`src/rtl/dw_pkg.sv`:
```
// Shared types, default parameter constants and the saturation helper
// for the delta_w stream generator.
package dw_pkg;

  typedef enum logic [1:0] {
    ST_IDLE   = 2'd0,
    ST_LOAD   = 2'd1,
    ST_STREAM = 2'd2
  } dw_state_t;

  localparam int DEF_XW       = 8;
  localparam int DEF_LW       = 1;
  localparam int DEF_DW       = 8;
  localparam int DEF_DEPTH    = 64;
  localparam int DEF_LR_SHIFT = 0;

  // Products are widened to this before clamping so one function serves any DW.
  localparam int SAT_W = 64;

  function automatic logic signed [SAT_W-1:0] sat_dw(input logic signed [SAT_W-1:0] v,
                                                     input int dw);
    logic signed [SAT_W-1:0] hi;
    logic signed [SAT_W-1:0] lo;
    hi = (64'sd1 <<< (dw - 1)) - 64'sd1;
    lo = -hi - 64'sd1;
    if (v > hi) return hi;
    if (v < lo) return lo;
    return v;
  endfunction

endpackage

```
`src/rtl/dw_sample_fifo.sv`:
```
// Circular sample buffer: oldest-first reads, pointers wrap modulo DEPTH.
module dw_sample_fifo
  import dw_pkg::*;
#(
  parameter int XW    = DEF_XW,
  parameter int DEPTH = DEF_DEPTH,
  localparam int AW   = $clog2(DEPTH)
) (
  input  logic                 Clk,
  input  logic                 RST,
  input  logic                 clear,
  input  logic                 push,
  input  logic                 pop,
  input  logic signed [XW-1:0] din,
  output logic signed [XW-1:0] dout,
  output logic [AW:0]          count,
  output logic                 full,
  output logic                 empty
);

  logic signed [XW-1:0] mem [DEPTH];
  logic [AW-1:0] wr_ptr;
  logic [AW-1:0] rd_ptr;
  logic do_push;
  logic do_pop;

  assign full    = (count == (AW+1)'(DEPTH));
  assign empty   = (count == '0);
  assign do_push = push && !full;
  assign do_pop  = pop && !empty;
  assign dout    = mem[rd_ptr];

  always_ff @(posedge Clk or posedge RST) begin
    if (RST) begin
      wr_ptr <= '0;
      rd_ptr <= '0;
      count  <= '0;
    end else if (clear) begin
      wr_ptr <= '0;
      rd_ptr <= '0;
      count  <= '0;
    end else begin
      if (do_push) wr_ptr <= wr_ptr + AW'(1);
      if (do_pop)  rd_ptr <= rd_ptr + AW'(1);
      case ({do_push, do_pop})
        2'b10:   count <= count + (AW+1)'(1);
        2'b01:   count <= count - (AW+1)'(1);
        default: count <= count;
      endcase
    end
  end

  // Storage is deliberately not reset; count gates every read.
  always_ff @(posedge Clk) begin
    if (do_push && !clear) mem[wr_ptr] <= din;
  end

endmodule

```
`src/rtl/delta_w_stream.sv`:
```
// Buffers feature samples, then streams error*x >>> LR_SHIFT (saturated)
// per sample over a valid/ready handshake when an update pass is started.
module delta_w_stream
  import dw_pkg::*;
#(
  parameter int XW       = DEF_XW,
  parameter int LW       = DEF_LW,
  parameter int DW       = DEF_DW,
  parameter int DEPTH    = DEF_DEPTH,
  parameter int LR_SHIFT = DEF_LR_SHIFT,
  localparam int CW      = $clog2(DEPTH) + 1,
  localparam int PW      = LW + XW + 1
) (
  input  logic                 Clk,
  input  logic                 RST,
  input  logic signed [XW-1:0] in,
  input  logic                 Record_X,
  input  logic [LW-1:0]        label,
  input  logic [LW-1:0]        Hw,
  input  logic                 Up_W,
  input  logic                 Clear,
  output logic signed [DW-1:0] delta_w,
  output logic                 dw_valid,
  input  logic                 dw_ready,
  output logic                 dw_last,
  output logic                 done,
  output logic                 busy,
  output logic [CW-1:0]        count,
  output logic                 full,
  output logic                 empty,
  output logic                 drop
);

  dw_state_t state;
  logic signed [LW:0]       err;
  logic signed [XW-1:0]     x_head;
  logic signed [PW-1:0]     prod;
  logic signed [PW-1:0]     prod_sh;
  logic signed [SAT_W-1:0]  prod_wide;
  logic signed [SAT_W-1:0]  sat_val;
  logic signed [DW-1:0]     delta_next;
  logic                     last_next;
  logic                     accept;
  logic                     push;
  logic                     pop;

  assign accept = dw_valid && dw_ready;
  assign push   = !Clear && (state == ST_IDLE) && Record_X && !full;
  assign pop    = !Clear && ((state == ST_LOAD) ||
                             ((state == ST_STREAM) && accept && !dw_last));
  assign busy   = (state != ST_IDLE);

  dw_sample_fifo #(
    .XW    (XW),
    .DEPTH (DEPTH)
  ) u_fifo (
    .Clk   (Clk),
    .RST   (RST),
    .clear (Clear),
    .push  (push),
    .pop   (pop),
    .din   (in),
    .dout  (x_head),
    .count (count),
    .full  (full),
    .empty (empty)
  );

  // Full-width product, floor shift, then clamp to DW.
  assign prod       = PW'(err) * PW'(x_head);
  assign prod_sh    = prod >>> LR_SHIFT;
  assign prod_wide  = SAT_W'(prod_sh);
  assign sat_val    = sat_dw(prod_wide, DW);
  assign delta_next = DW'(sat_val);
  // count is sampled before the pop, so 1 means the head is the final sample.
  assign last_next  = (count == CW'(1));

  always_ff @(posedge Clk or posedge RST) begin
    if (RST) begin
      state    <= ST_IDLE;
      err      <= '0;
      delta_w  <= '0;
      dw_valid <= 1'b0;
      dw_last  <= 1'b0;
      done     <= 1'b0;
      drop     <= 1'b0;
    end else begin
      done <= 1'b0;
      if (Clear) begin
        state    <= ST_IDLE;
        dw_valid <= 1'b0;
        dw_last  <= 1'b0;
        drop     <= 1'b0;
      end else begin
        case (state)
          ST_IDLE: begin
            if (Record_X && full) drop <= 1'b1;
            if (Up_W) begin
              if (!empty) begin
                err   <= $signed({1'b0, label}) - $signed({1'b0, Hw});
                state <= ST_LOAD;
              end else begin
                done <= 1'b1;
              end
            end
          end
          ST_LOAD: begin
            if (Record_X) drop <= 1'b1;
            delta_w  <= delta_next;
            dw_valid <= 1'b1;
            dw_last  <= last_next;
            state    <= ST_STREAM;
          end
          ST_STREAM: begin
            if (Record_X) drop <= 1'b1;
            if (accept) begin
              if (dw_last) begin
                dw_valid <= 1'b0;
                dw_last  <= 1'b0;
                done     <= 1'b1;
                state    <= ST_IDLE;
              end else begin
                delta_w <= delta_next;
                dw_last <= last_next;
              end
            end
          end
          default: state <= ST_IDLE;
        endcase
      end
    end
  end

endmodule

```
`config.mk`:
```
export PLATFORM = sky130hd
export DESIGN_NAME = delta_w_stream
export DESIGN_NICKNAME = d
export VERILOG_FILES = /design/src/rtl/dw_pkg.sv /design/src/rtl/dw_sample_fifo.sv /design/src/rtl/delta_w_stream.sv
export SDC_FILE = /design/constraint.sdc
export NUM_CORES = 1
export LEC_CHECK = 0
export CAP_MARGIN = 20
export CORE_MARGIN = 5
export CORE_UTILIZATION = 45
export DETAILED_ROUTE_END_ITERATION = 7
export GPL_ROUTABILITY_DRIVEN = 0
export HOLD_SLACK_MARGIN = 0.03
export SLEW_MARGIN = 10
export SYNTH_ARGS = -nofsm -noshare
export SYNTH_HDL_FRONTEND = slang
export SYNTH_SLANG_ARGS = --single-unit
```
`constraint.sdc`:
```
create_clock -name Clk -period 12.2 [get_ports Clk]
set_input_delay 3.05 -clock Clk [delete_from_list [all_inputs] [get_ports Clk]]
set_output_delay 3.05 -clock Clk [all_outputs]
set_load 0.005 [all_outputs]
```
==> results of run 1 <==
==> per-stage QoR <==
step                power [mW]  std cells  util, %  instance area (sq um)
floorplan                 2.87       1107        -                  22200
global placement          3.15       1764     47.5                  23200
detailed placement        3.16       1765     47.5                  23200
CTS                       4.81       1872     51.1                  25000
global route              4.96       1879     51.4                  25100
finish                    4.76       1879     51.4                  25100
==> layout make-up <==
type / instances / area share, %
multi-input combinational: 485 / 22.3
sequential: 547 / 64.8
timing repair buffer: 56 / 2.23
clock inverter: 32 / 0.912
inverter: 20 / 0.299
clock buffer: 75 / 6.12
tap: 664 / 3.31
==> final timing paths <==
path,startpoint,endpoint,slack [ns],cells after the start
max in group asynchronous,RST,u_fifo.rd_ptr[1],8.95,3
min in group asynchronous,RST,u_fifo.wr_ptr[3],2.87,3
max,u_fifo.rd_ptr[0],delta_w[6],5.68,19
min reg2reg,drop,drop,0.50,2
min,drop,drop,0.50,2
max reg2reg,u_fifo.rd_ptr[0],delta_w[6],5.68,19
==> cells by family after synthesis <==
group | Yosys count
compound gates | 69
fa+ha+maj | 25
mux | 178
simple gates | 195
buf+inv | 75
flops | 547
xor+xnor | 18
==> flip-flops by register name, indices dropped and copies added (netlist names) <==
signal / flops
done: 1
state: 2
dw_valid: 1
u_fifo.wr_ptr: 6
u_fifo.count: 7
delta_w: 8
dw_last: 1
u_fifo.mem: 512
drop: 1
err: 2
u_fifo.rd_ptr: 6
==> placed cells by master (no fill, tap or decap), drive strengths merged, types with 5 or more instances in the layout <==
cell / count
nand3: 11
mux4: 155
nand4: 6
clkinv: 27
dfrtp: 35
xor2: 9
xnor2: 9
and2: 5
o21ai: 16
edfxtp: 512
buf: 27
nor3: 5
mux2: 10
mux2i: 13
nand3b: 5
nand2: 24
a21oi: 15
ha: 23
clkbuf: 75
nor2: 106
o22a: 7
clkdlybuf4s50: 29
nand2b: 6
inv: 20
nor2b: 7
==> critical path, stage by stage, from the launching register on <==
cell and delay, ns:
dfrtp_4 0.58, buf_4 0.82, buf_4 0.71, mux4_2 0.58, mux4_2 0.45, mux4_2 0.47, nand2b_1 0.18, fa_1 0.39
inv_1 0.06, ha_1 0.16, inv_1 0.06, fa_1 0.43, nor2b_1 0.13, o21ai_0 0.15, a21boi_0 0.34, o211ai_1 0.13
nand3_1 0.10, nand2_1 0.15, a211oi_1 0.30, o22a_1 0.17
==> routing by layer <==
layer	wire, um	part of all wire (%)
met1	21700	45
met2	23300	48
met3	2570	5.3
met4	994	2.0
met5	0	0
==> power by group <==
group / leakage, nW / internal [mW] / switching, mW
logic: 1.86 / 0.482 / 0.482
clock network: 0.867 / 0.946 / 0.704
registers: 5.05 / 2.09 / 0.0534
total: 7.77 / 3.52 / 1.24
==> results.yml, run 1 <==
global_routing:
  grt_max_degree: 65
  grt-ovfl-total: 0
  grt_pass1_vias: 10900
  grt_usage_pct: 18.2
  grt_busiest_layer: "met2"
  use_met1_pct: 26.6
  grt_pass1_wl_mm: 72.8
  antenna_found_initial: 0
  use_met2_pct: 28.9
  use_met3_pct: 2.91
logic_synthesis:
  syn_inst: 1107
  synth_area_leaders: "edfxtp_1 (69%), mux4_2 (16%), dfrtp_1 (3.9%)"
  synth-xor-area-share_pct: 0.743
  synth_ff_type: "edfxtp_1"
  synth_edf_count: 512
  synthMuxAreaShare_pct: 16.8
  async_flop_share_pct: 6.40
  yosysUniqueCellTypes: 57
  synth_most_common_cell: "edfxtp_1"
  synth-seq-cells: 547
  synth_nets: 1148
  syn_area_sq_mm: 0.0222
  synth_fa_ha_area_share_pct: 1.48
  yosys_warnings: 0
  synth_top_area_share_pct: 69.2
  synth_seq_area_share_pct: 73.1
  synthSimpleGateAreaFrac_pct: 4.09
  synth_compound_area_share_pct: 2.13
  yosysTopAreaCell: "edfxtp_1"
  avgSynthCellArea_sq_um: 20.1
  synth_top_family_by_area: "multiplexers"
  ys_top_cells_by_count: "edfxtp_1 (512), mux4_2 (155), nor2_1 (106)"
route:
  first_pass_iters: 5
  num_vias: 10700
  ant_nets: 0
  wl_per_cell_um: 25.8
  vias_per_cell: 5.70
  drt-total-wl_mm: 48.6
  drc_errors: 0
  drt_iter0_markers: 975
critical_path:
  arrival_ns: 7.06
  worstSetupPathType: "reg2reg"
  endpoint_kind: "flip-flop"
  startpoint_type: "flip-flop"
  cp_max_fo: 52
  cp.required_ns: 12.74
sta:
  setup_ws_ns: 5.68
  tightest_slew_ns: 1.10
  timing.fmax_mhz: 153
  final_max_slew_viol_count: 0
  fin_worst_skew_ns: 0.0213
  setup_tns_ns: 0
  setup_violations: 0
  finalHoldViolCount: 0
  rsz0062_at_grt: "no"
  holdWs_ns: 0.505
  min_period_over_period_pct: 53.5
  max_slew_margin_pct: 26.2
  period_minus_slack_ns: 6.52
finish:
  multi_input_area_sq_mm: 0.00561
  syn_to_final_growth_pct: 13.0
  drive_gt1_share_pct: 23.2
  ff_latch_area_sq_mm: 0.0163
  antenna_cells: 0
  final_nets: 1208
  fillers: 3931
cts:
  root_buffer: "clkbuf_16"
  clk_path_buf_depth: 3
  clock-sinks: 547
  cts_tree: "built"
  postCtsHoldBufs: 0
  cts_buffers: 57
  cts_resized: 0
  clock_latency_ns: 0.61
  clkSlewWorstSetupHoldPaths_ns: 0.06
  postCtsSetupBuffers: 0
  htree_levels: 2
pwr:
  leakagePower_nw: 7.77
  ir_drop_v: 0.0000958
  p_per_area_mw_per_mm2: 190
flow_run:
  drv_cap: 0
place:
  io_buffers: 37
  dp_hpwl_mm: 28.8
  dpl_worst_slack_ns: 5.59
die:
  fp.dieH_um: 232
  ios: 38
  rows: 81
  die_w_um: 232
  initial_core_util_pct: 45.5
  dieArea_sq_mm: 0.0539
  core-area_sq_mm: 0.0488
hold_path:
  min_path_type: "reg2reg"
run_status:
  outcome: "finished, final reports clean"
Power figures use the tool's default switching activity.
==> run 2, diff against run 1 <==
==> constraint.sdc (replaced) <==
create_clock -name Clk -period 5.74 [get_ports Clk]
set_input_delay 1.435 -clock Clk [delete_from_list [all_inputs] [get_ports Clk]]
set_output_delay 1.435 -clock Clk [all_outputs]
set_load 0.005 [all_outputs]
==> run 2 against run 1 <==
Compared with the run above:
- global-route usage grew 0.19 points
- worst setup slack lost 5.2 ns
- flip-flop and latch count is the same
- sequential share of layout area shrank 1.0 points
- hold slack lost 0.0014 ns
- combinational power grew 120%
- critical endpoint unchanged
- largest power group unchanged
- highest routed layer unchanged
==> results.yml, run 2 (synthesis results as in run 1) <==
critical_path:
  worstSetupPathType: "reg2reg"
  endpoint_kind: "flip-flop"
  startpoint_type: "flip-flop"
  rr_startpoint: "u_fifo.rd_ptr[0]"
  slowest_delay_ns: 0.60
  crit_chain: "buf_12 > buf_4 > mux4_2 > mux4_2 > mux4_2 > and2_1 > ha_1 > ha_1 > inv_1 > fa_1 > nor2b_1 > o21ai_0 > a21boi_0 > or4_1 > nand3_1 > nand2_1 > a211oi_1 > o22a_1"
  arrival_ns: 5.78
  cp_max_fo: 17
  crit_slowest_cell: "dfrtp_4"
  crit_top_cell: "mux4_2"
  cp-startpoint: "u_fifo.rd_ptr[0]"
  cp.required_ns: 6.28
sta:
  tightest_slew_ns: 0.964
  final_max_slew_viol_count: 0
  fin_worst_skew_ns: 0.0267
  min_period_over_period_pct: 91.2
  max_slew_margin_pct: 35.5
  rsz0062_at_grt: "no"
  period_minus_slack_ns: 5.23
  setup_tns_ns: 0
  timing.fmax_mhz: 191
  finalHoldViolCount: 0
  setup_violations: 0
pwr:
  ir_drop_v: 0.000253
  power_mw: 10.5
  leakagePower_nw: 8.01
  p_per_area_mw_per_mm2: 411
place:
  io_buffers: 37
  dp_hpwl_mm: 30.2
route:
  wl_per_cell_um: 25.5
  drt-total-wl_mm: 48.6
  vias_per_cell: 5.67
  ant_nets: 0
  drt_iter0_markers: 960
  num_vias: 10800
  drc_errors: 0
  first_pass_iters: 7
die:
  fp.dieH_um: 232
  core-area_sq_mm: 0.0488
  rows: 81
  die_w_um: 232
  ios: 38
  dieArea_sq_mm: 0.0539
  initial_core_util_pct: 45.5
cts:
  clkSlewWorstSetupHoldPaths_ns: 0.06
  cts_tree: "built"
  root_buffer: "clkbuf_16"
  clk_path_buf_depth: 3
  htree_levels: 2
  clock_latency_ns: 0.61
  cts_resized: 0
  cts_buffers: 56
  postCtsHoldBufs: 0
  clock-sinks: 547
  postCtsSetupBuffers: 0
finish:
  antenna_cells: 0
  syn_to_final_growth_pct: 14.8
  drive_gt1_share_pct: 26.0
  fillers: 3900
  final_common_cell: "edfxtp_1"
  regMostFlops: "u_fifo.mem"
  top_regs: "u_fifo.mem x512, delta_w x8, u_fifo.count x7"
  largest_register_ffs: 512
  layout_common_cells: "edfxtp_1 (512), mux4_2 (155), nor2_1 (106)"
  final_nets: 1240
global_routing:
  grt_usage_pct: 18.4
  antenna_found_initial: 0
  grt_pass1_vias: 11100
  use_met3_pct: 4.45
  grt-ovfl-total: 0
  use_met2_pct: 28.2
  grt_pass1_wl_mm: 73.7
  use_met1_pct: 26.8
  grt_max_degree: 65
  grt_busiest_layer: "met2"
flow_run:
  drv_cap: 0
run_status:
  outcome: "finished, final reports clean"
hold_path:
  hold_start: "drop"
  min_path_type: "reg2reg"
## run 2: path summary, 6_finish.rpt
kind | to | slack (ns) | cells after the start
setup / recovery | delta_w[6] | 0.51 | 18
hold / removal | drop | 0.50 | 2
setup reg to reg | delta_w[6] | 0.51 | 18
hold reg to reg | drop | 0.50 | 2
max in group asynchronous | u_fifo.rd_ptr[0] | 4.10 | 3
min in group asynchronous | delta_w[7] | 1.26 | 3
## run 2: worst max-delay path, delay by kind of cell (launching register included)
family | cells | cell delay (ns)
AND/OR/NAND/NOR | 5 | 0.92
flip-flops | 1 | 0.60
adder cells (fa/ha/maj) | 3 | 0.72
multiplexers | 3 | 1.56
AO/OA/AOI/OAI | 4 | 0.84
buffers and inverters | 3 | 0.52
## run 2: layer usage
layer	up-vias	share of wire, %	wire [um]
li1	4709	-	-
met1	5677	44	21300
met2	356	47	22600
met3	76	7.1	3430
met4	0	2.6	1270
met5	-	0	0
## run 2: power by group
part / internal [mW] / switching (mW) / total (mW)
Combinational: 1.09 / 1.06 / 2.15
Sequential: 4.45 / 0.113 / 4.56
Clock: 2.27 / 1.52 / 3.78
Total: 7.81 / 2.69 / 10.5
## run 2: layout make-up
type	count	area [sq um]	share of cell area, %
clock buffer	65	1460	5.71
tap	664	831	3.26
inverter	20	75.1	0.294
timing repair buffer	89	821	3.22
multi-input combinational	485	5610	22.0
sequential	547	16300	63.7
clock inverter	38	462	1.81
## run 2: metrics by stage
step	std cells	util, %	worst slack [ns]	instance area (sq um)	hold slack, ns
detailed placement	1803	48.2	0.542	23600	0.493
global placement	1803	48.2	0.542	23600	0.481
CTS	1906	52.2	0.499	25500	0.508
finish	1908	52.2	0.508	25500	0.504
floorplan	1107	-	0.826	22200	0.475
global route	1908	52.2	0.169	25500	0.522
==> run 3, diff against run 2 <==
--- a/config.mk
+++ b/config.mk
@@ -10,7 +10,8 @@
 export CORE_UTILIZATION = 45
 export DETAILED_ROUTE_END_ITERATION = 7
 export GPL_ROUTABILITY_DRIVEN = 0
-export HOLD_SLACK_MARGIN = 0.03
+export HOLD_SLACK_MARGIN = 0.05
+export PLACE_DENSITY = 0.66
 export SLEW_MARGIN = 10
 export SYNTH_ARGS = -nofsm -noshare
 export SYNTH_HDL_FRONTEND = slang
==> run 3 against run 2 <==
Compared with the run above:
- clock skew is 0.0048 ns lower
- total power decreased by 2.5%
- final area down 1.3%
- largest power group unchanged
- clock-buffer cell count rose by 3
- global-route usage shrank 0.49 points
- first-iteration DRC count rose by 23%
- highest routed layer unchanged
- via count grew 0.58%
- largest cell class unchanged
- worst setup slack got worse by 0.15 ns
- non-clock buffer count decreased by 18
- clock power down 7.7%
- hold slack better by 0.0089 ns
==> results.yml, run 3 (synthesis results as in run 1) <==
route:
  num_vias: 10900
  first_pass_iters: 5
  wl_per_cell_um: 25.3
  ant_nets: 0
  drc_errors: 0
  drt_iter0_markers: 1182
  vias_per_cell: 5.78
  drt-total-wl_mm: 47.6
pwr:
  ir_drop_v: 0.000254
  leakagePower_nw: 7.82
  p_per_area_mw_per_mm2: 406
finish:
  syn_to_final_growth_pct: 13.3
  layout_common_cells: "edfxtp_1 (512), mux4_2 (155), nor2_1 (106)"
  drive_gt1_share_pct: 23.9
  final_common_cell: "edfxtp_1"
  regMostFlops: "u_fifo.mem"
  antenna_cells: 0
  fillers: 3847
  largest_register_ffs: 512
  final_nets: 1221
  top_regs: "u_fifo.mem x512, delta_w x8, u_fifo.count x7"
critical_path:
  endpoint_kind: "flip-flop"
  arrival_ns: 5.91
  worstSetupPathType: "reg2reg"
  cp_max_fo: 26
  worst-path-buf-inv: 2
  path_depth: 16
  slowest_delay_ns: 0.65
  crit_chain: "buf_12 > buf_4 > mux4_2 > mux4_2 > mux4_2 > and2_1 > ha_1 > ha_1 > nor2b_1 > o21ai_0 > a21boi_0 > or4_1 > nand3_1 > nand2_1 > a211oi_1 > o22a_1"
  startpoint_type: "flip-flop"
  rrSetupSlack_ns: 0.36
  reg2regPathDepth: 16
  worst_path_dominant_cell_family: "multiplexers"
  crit_slowest_cell: "dfrtp_4"
  crit_top_cell: "mux4_2"
  cp.required_ns: 6.27
global_routing:
  antenna_found_initial: 2
  grt_pass1_vias: 11100
  grt-ovfl-total: 0
  grt_pass1_wl_mm: 72.0
  grt_max_degree: 65
  grt_usage_pct: 17.9
run_status:
  outcome: "finished, final reports clean"
cts:
  clk_path_buf_depth: 3
  clkSlewWorstSetupHoldPaths_ns: 0.06
  htree_levels: 2
  cts_buffers: 55
  clock-sinks: 547
  postCtsSetupBuffers: 0
  cts_tree: "built"
  cts_resized: 0
  root_buffer: "clkbuf_16"
  clock_latency_ns: 0.60
  postCtsHoldBufs: 0
die:
  rows: 81
  die_w_um: 232
  dieArea_sq_mm: 0.0539
  initial_core_util_pct: 45.5
  ios: 38
  core-area_sq_mm: 0.0488
  fp.dieH_um: 232
place:
  io_buffers: 37
  dp_hpwl_mm: 29.7
hold_path:
  min_path_type: "reg2reg"
  hold_depth: 2
sta:
  tightest_slew_ns: 1.07
  period_minus_slack_ns: 5.38
  final_max_slew_viol_count: 0
  setup_violations: 0
  max_slew_margin_pct: 28.3
  holdWs_ns: 0.513
  fin_worst_skew_ns: 0.0219
  setup_tns_ns: 0
  timing.fmax_mhz: 186
  rsz0062_at_grt: "no"
  min_period_over_period_pct: 93.7
  finalHoldViolCount: 0
flow_run:
  drv_cap: 0
-- run 3: cell count changes in the layout (fill, tap and decap cells not counted) --
cell,previous run,this run
clkinv_2,12,7
inv_6,5,1
buf_4,44,27
bufinv_16,10,5
buf_12,8,7
clkinvlp_4,3,2
clkinv_1,8,14
clkbuf_1,8,11
-- run 3: worst register-to-register path, delay by kind of cell (launching register included) --
family | cells | cell delay (ns)
AOI/OAI and AO/OA | 4 | 0.91
adders and majority gates | 2 | 0.62
buffers and inverters | 2 | 0.58
DFF | 1 | 0.65
muxes | 3 | 1.53
and+or+nand+nor | 5 | 1.02
-- run 3: where the power goes --
part | switching [mW] | internal (mW)
Combinational | 1.05 | 1.10
Clock | 1.47 | 2.03
Sequential | 0.130 | 4.45
-- run 3: worst paths after layout --
kind,endpoint,start
worst max register to register,delta_w[6],u_fifo.rd_ptr[0]
worst min register to register,drop,drop
min in group asynchronous,u_fifo.rd_ptr[4],RST
worst min-delay path,drop,drop
worst max-delay path,delta_w[6],u_fifo.rd_ptr[0]
max in group asynchronous,u_fifo.rd_ptr[0],RST
-- run 3: stage by stage --
| stage | util [%] | area, sq um | worst slack (ns) | cells | total power, mW |
|---|---|---|---|---|---|
| global route | 51.6 | 25200 | 0.0984 | 1884 | 10.7 |
| CTS | 51.5 | 25200 | 0.344 | 1883 | 10.3 |
| finish | 51.6 | 25200 | 0.363 | 1884 | 10.2 |
| floorplan | - | 22200 | 0.826 | 1107 | 6.11 |
| global placement | 48.0 | 23400 | 0.501 | 1786 | 6.79 |
| detailed placement | 48.0 | 23400 | 0.369 | 1786 | 6.83 |
-- run 3: area by class of cell --
type                       count  area [sq um]  area share (%)
inverter                      20          75.1           0.298
multi-input combinational    485          5610            22.3
clock buffer                  68          1470            5.83
timing repair buffer          71           673            2.67
sequential                   547         16300            64.6
clock inverter                29           267            1.06
tap                          664           831            3.30
-- run 3: routing by layer --
metal / track usage [%] / share of wire, % / wire [um] / vias up
met2: 27.4 / 47 / 22200 / 441
li1: - / - / - / 4678
met3: 3.78 / 7.5 / 3580 / 77
met1: 26.6 / 44 / 20800 / 5685
met5: 0 / 0 / 0 / -
met4: 4.62 / 2.2 / 1060 / 0
